**config.mk**
```make
export PLATFORM = sky130hd
export DESIGN_NAME = led_shift_out
export DESIGN_NICKNAME = d
export VERILOG_FILES = /design/src/rtl/led_out_pkg.sv /design/src/rtl/div_clk_edge_detect.sv /design/src/rtl/led_shift_out.sv
export SDC_FILE = /design/constraint.sdc
export NUM_CORES = 1
export LEC_CHECK = 0
export CAP_MARGIN = 20
export CORE_AREA = 4 4 59 56
export CTS_BUF_LIST = sky130_fd_sc_hd__clkbuf_16
export DETAILED_ROUTE_END_ITERATION = 8
export DIE_AREA = 0 0 63 60
export PLACE_DENSITY = 0.84
export SLEW_MARGIN = 20
export SYNTH_ARGS = -nofsm -noshare
export SYNTH_HDL_FRONTEND = slang
export SYNTH_HIERARCHICAL = 1
export SYNTH_SLANG_ARGS = --single-unit
```
**constraint.sdc**
```tcl
create_clock -name clk -period 3.55 [get_ports clk]
set_clock_uncertainty 0.05 [all_clocks]
set_input_delay 1.065 -clock clk [delete_from_list [all_inputs] [get_ports clk]]
set_output_delay 1.065 -clock clk [all_outputs]
set_load 0.01 [all_outputs]
```
**src/rtl/led_out_pkg.sv**
```systemverilog
// ---------------------------------------------------------------------------
// led_out_pkg
//   Shared definitions for the LED driver output stages.
//   - DEFAULT_DATA_WIDTH   : default number of bits per word sent to the chain
//   - DEFAULT_LATCH_CYCLES : default number of clk cycles the latch pulse lasts
//   - led_shift_state_t    : state encoding of the serial shifter FSM
// ---------------------------------------------------------------------------
package led_out_pkg;

  localparam int DEFAULT_DATA_WIDTH   = 16;
  localparam int DEFAULT_LATCH_CYCLES = 2;

  // IDLE  : waiting for a word, o_ready high
  // ALIGN : word captured, waiting for the next divided-clock fall
  // SHIFT : one bit per divided-clock period, sclk gated on
  // LATCH : latch pulse to the drivers after the last word of a frame
  typedef enum logic [1:0] {
    IDLE  = 2'd0,
    ALIGN = 2'd1,
    SHIFT = 2'd2,
    LATCH = 2'd3
  } led_shift_state_t;

endpackage

```
**src/rtl/div_clk_edge_detect.sv**
```systemverilog
// ---------------------------------------------------------------------------
// div_clk_edge_detect
//   Detects rising and falling transitions of a divided clock that is itself
//   produced in the clk domain (so no synchroniser is needed).
//   Ports:
//     clk     - system clock
//     rst     - synchronous active-high reset, clears the history bit
//     div_clk - divided clock, registered in the clk domain upstream
//     rise    - one-cycle pulse, div_clk went 0 -> 1
//     fall    - one-cycle pulse, div_clk went 1 -> 0
// ---------------------------------------------------------------------------
module div_clk_edge_detect (
  input  logic clk,
  input  logic rst,
  input  logic div_clk,
  output logic rise,
  output logic fall
);

  logic div_prev;

  // History bit: the value of div_clk seen on the previous clk edge.
  always_ff @(posedge clk) begin
    if (rst) begin
      div_prev <= 1'b0;
    end else begin
      div_prev <= div_clk;
    end
  end

  // Pulses are combinational so the consumer acts on the same edge at which
  // the history bit catches up with the new level.
  assign rise = ~div_prev & div_clk;
  assign fall = div_prev & ~div_clk;

endmodule

```
**src/rtl/led_shift_out.sv**
```systemverilog
// ---------------------------------------------------------------------------
// led_shift_out
//   Serialises words MSB first onto an LED driver chain using a gated copy of
//   a divided clock, and pulses the driver latch after the last word of a
//   frame.
//   Parameters:
//     DATA_WIDTH   - bits per word (>= 2)
//     LATCH_CYCLES - clk cycles the latch pulse stays high (>= 1)
//   Ports:
//     clk       - system clock
//     rst       - synchronous active-high reset
//     i_div_clk - divided clock (even division >= 4) generated in clk domain
//     i_data    - word to shift, MSB first
//     i_last    - marks the final word of a frame; latch follows it
//     i_valid   - i_data / i_last are valid
//     o_ready   - word accepted when i_valid & o_ready
//     o_sclk    - gated serial clock to the drivers
//     o_sdata   - serial data to the drivers
//     o_latch   - driver latch pulse
//     o_busy    - high whenever the FSM is not idle
// ---------------------------------------------------------------------------
module led_shift_out
  import led_out_pkg::*;
#(
  parameter int DATA_WIDTH   = DEFAULT_DATA_WIDTH,
  parameter int LATCH_CYCLES = DEFAULT_LATCH_CYCLES
) (
  input  logic                  clk,
  input  logic                  rst,
  input  logic                  i_div_clk,
  input  logic [DATA_WIDTH-1:0] i_data,
  input  logic                  i_last,
  input  logic                  i_valid,
  output logic                  o_ready,
  output logic                  o_sclk,
  output logic                  o_sdata,
  output logic                  o_latch,
  output logic                  o_busy
);

  localparam int CNT_W  = (DATA_WIDTH > 2) ? $clog2(DATA_WIDTH) : 1;
  localparam int LCNT_W = $clog2(LATCH_CYCLES + 1);

  led_shift_state_t     state, state_n;
  logic [DATA_WIDTH-1:0] shreg, shreg_n;
  logic [CNT_W-1:0]     bit_cnt, bit_cnt_n;
  logic [LCNT_W-1:0]    latch_cnt, latch_cnt_n;
  logic                 last_flag, last_n;
  logic                 sclk_q, sclk_n;
  logic                 sdata_q, sdata_n;
  logic                 latch_q, latch_n;

  logic                 div_rise;
  logic                 div_fall;

  div_clk_edge_detect u_edge (
    .clk     (clk),
    .rst     (rst),
    .div_clk (i_div_clk),
    .rise    (div_rise),
    .fall    (div_fall)
  );

  // Only falling edges move data; rising edges are left to the gated sclk.
  // The two pulses are mutually exclusive by construction of the detector.
  always_comb begin
    assert (!(div_rise && div_fall));
  end

  // Next-state and next-datapath logic. Data changes on a divided-clock fall
  // so that the drivers, which sample on sclk rising, always see a settled bit
  // half a divided period later.
  always_comb begin
    state_n     = state;
    shreg_n     = shreg;
    bit_cnt_n   = bit_cnt;
    latch_cnt_n = latch_cnt;
    last_n      = last_flag;
    sdata_n     = sdata_q;

    case (state)
      IDLE: begin
        if (i_valid) begin
          shreg_n   = i_data;
          last_n    = i_last;
          bit_cnt_n = CNT_W'(DATA_WIDTH - 1);
          state_n   = ALIGN;
        end
      end

      ALIGN: begin
        // First bit goes out on a fall so the first sclk high phase is a
        // full half period, never a runt.
        if (div_fall) begin
          sdata_n = shreg[DATA_WIDTH-1];
          state_n = SHIFT;
        end
      end

      SHIFT: begin
        if (div_fall) begin
          if (bit_cnt != '0) begin
            shreg_n   = {shreg[DATA_WIDTH-2:0], 1'b0};
            bit_cnt_n = bit_cnt - CNT_W'(1);
            sdata_n   = shreg[DATA_WIDTH-2];
          end else if (last_flag) begin
            latch_cnt_n = LCNT_W'(LATCH_CYCLES - 1);
            state_n     = LATCH;
          end else begin
            state_n = IDLE;
          end
        end
      end

      LATCH: begin
        if (latch_cnt == '0) begin
          state_n = IDLE;
        end else begin
          latch_cnt_n = latch_cnt - LCNT_W'(1);
        end
      end

      default: begin
        state_n = IDLE;
      end
    endcase

    // sclk is the divided clock delayed one clk and gated by SHIFT. Because
    // the FSM leaves SHIFT on the same edge that sclk loads a low level,
    // exactly DATA_WIDTH high phases escape per word.
    sclk_n  = i_div_clk & (state == SHIFT);
    latch_n = (state_n == LATCH);
  end

  // State and datapath registers; reset discards any partial word at once.
  always_ff @(posedge clk) begin
    if (rst) begin
      state     <= IDLE;
      shreg     <= '0;
      bit_cnt   <= '0;
      latch_cnt <= '0;
      last_flag <= 1'b0;
      sclk_q    <= 1'b0;
      sdata_q   <= 1'b0;
      latch_q   <= 1'b0;
    end else begin
      state     <= state_n;
      shreg     <= shreg_n;
      bit_cnt   <= bit_cnt_n;
      latch_cnt <= latch_cnt_n;
      last_flag <= last_n;
      sclk_q    <= sclk_n;
      sdata_q   <= sdata_n;
      latch_q   <= latch_n;
    end
  end

  assign o_ready = (state == IDLE);
  assign o_busy  = (state != IDLE);
  assign o_sclk  = sclk_q;
  assign o_sdata = sdata_q;
  assign o_latch = latch_q;

endmodule

```
==> run metrics <==
CTS sink cnt 29; Lkg Pwr approximately 0.66 nW; synthesized instance count 170; cell depth of the worst hold path 2; Cell Count, Final, Fillers Out 220; Crit path arrival time approximately 1.8 ns; Max Slew Vio Count 0; Peak Freq 342 MHz; Crit. End Element output pin; crit-path max FO 16; CTS Buf Count 5; WS Path Type reg2out; TritonRoute pass-1 iters 5; grt total ovfl 0; Placed Cells around 210; ANT nets after route 0; critical path launch point type flop; routed wire length approximately 3500 microns; Syn Nets between 150 and 200; DR WL/cell roughly 16 microns; CTS tree yes; Slew headroom between 50% and 60%; Post-CTS Setup Inserts 0; vias in the first global route approximately 1.3k; CTS Root Buffer Type clkbuf_16; # diodes 0; FP Rows 18; routed vias/inst roughly 6.3; final setup fails 0; antenna violations before repair 0; footprint of the multi-input gates about 750 sq um; Initial Util 53.6%; Tot GR Track Use between 10% and 20%; syn avg cell area between 8 and 9 sq um; Reg2Reg Depth 5; Critical Path RT about 2.4 ns; violation count after the first detailed-route iteration around 110; Clock Latency Late Sink 0.27 ns; die height around 60 microns; worst-margin pin slew between 0.6 and 0.7 ns; Post-DP HPWL roughly 2300 microns; Clock Path Buffers 2; Final period util a little over 80%; maxcap violations 0; pwr/cell area 552 nW/um^2; DRC viols 0; layout cells sized above 1 8.95%; status finished clean; first-pass GRT wire length roughly 5800 microns; Routability Congestion 0.844; Register Area between 500 and 600 sq um; Resize count post-CTS 0; Final Util between 60% and 70%; Clock transition at path regs 0.05 ns; Max VDD drop 0.000382 V; core area approximately 2700 sq um; Port Buffers 25; worst hold path type reg2reg; crit path time final 2.92 ns; cts-stage hold buffer count 0; Nets roughly 210; filler cell count 219; total number of vias 1382; Final Hold Viols 0; H-tree Lvls 2; largest net degree at the start of global routing 21; RSZ-0062 raised after global routing no; Yosys warning count 6; Area Overhead vs Synth 26.0%; Fin Setup TNS 0 ns; Top Ports 26; area of the die 3780 sq um; Post-Syn Area 1440 sq um; overall die width between 60 and 70 microns
per-layer routing:
metal | wire, microns | vias up | track usage [%]
li1 | - | 672 | -
met3 | 191 | 6 | 5.08
met2 | 1660 | 37 | 34.0
met5 | 0 | - | 0
met1 | 1560 | 667 | 22.9
met4 | 46 | 0 | 8.49
final timing paths:
check	slack, ns	startpoint	end
hold reg to reg	0.42	last_flag	last_flag
setup / recovery	0.63	state[0]	o_ready
hold / removal	0.42	last_flag	last_flag
setup reg to reg	1.48	bit_cnt[0]	bit_cnt[3]
worst max-delay path, cell delays in order, from the launching register on:
cell	delay, ns
dfxtp_1	0.46
nor2_1	0.45
clkdlybuf4s50_1	0.63
report_power, final:
group	switching (mW)	leakage, nW	total (mW)	internal (mW)
combinational	0.114	0.342	0.215	0.101
sequential	0.0341	0.239	0.399	0.365
clock	0.134	0.0776	0.384	0.250
area by class of cell:
type                            count  share of cell area [%]
Clock buffer                        5                    6.91
Clock inverter                      3                   0.622
Inverter                            9                    1.87
Multi-Input combinational cell    116                    41.4
Sequential cell                    29                    32.1
Tap cell                           30                    2.07
Timing Repair Buffer               28                    15.1
flip-flops by register name, indices dropped and copies added (netlist names):
register,flops
last_flag,1
state,2
u_edge/div_prev,1
o_sdata,1
latch_cnt,2
bit_cnt,4
shreg,16
o_latch,1
o_sclk,1
placed cells by master, fill, tap and decap left out, drive strengths merged, types with 2 or more instances in the layout:
cell / count
a2111oi: 2
a211oi: 4
a21oi: 3
a311oi: 15
a31oi: 19
buf: 3
clkbuf: 5
clkdlybuf4s50: 25
dfxtp: 29
ha: 2
inv: 11
nand2: 30
nand3: 5
nor2: 4
nor2b: 5
nor3: 3
o31ai: 2
or3b: 3
stage by stage:
step	cell area, sq um	total power, mW	worst slack (ns)	hold WS (ns)
2_1_floorplan	1440	0.548	1.04	0.394
3_3_place_gp	1670	0.605	0.680	0.415
3_5_place_dp	1670	0.615	0.570	0.417
4_1_cts	1810	1.00	0.644	0.425
5_1_grt	1810	1.04	0.504	0.451
6_report	1810	0.999	0.630	0.424
(Power assumes the default switching activity.)
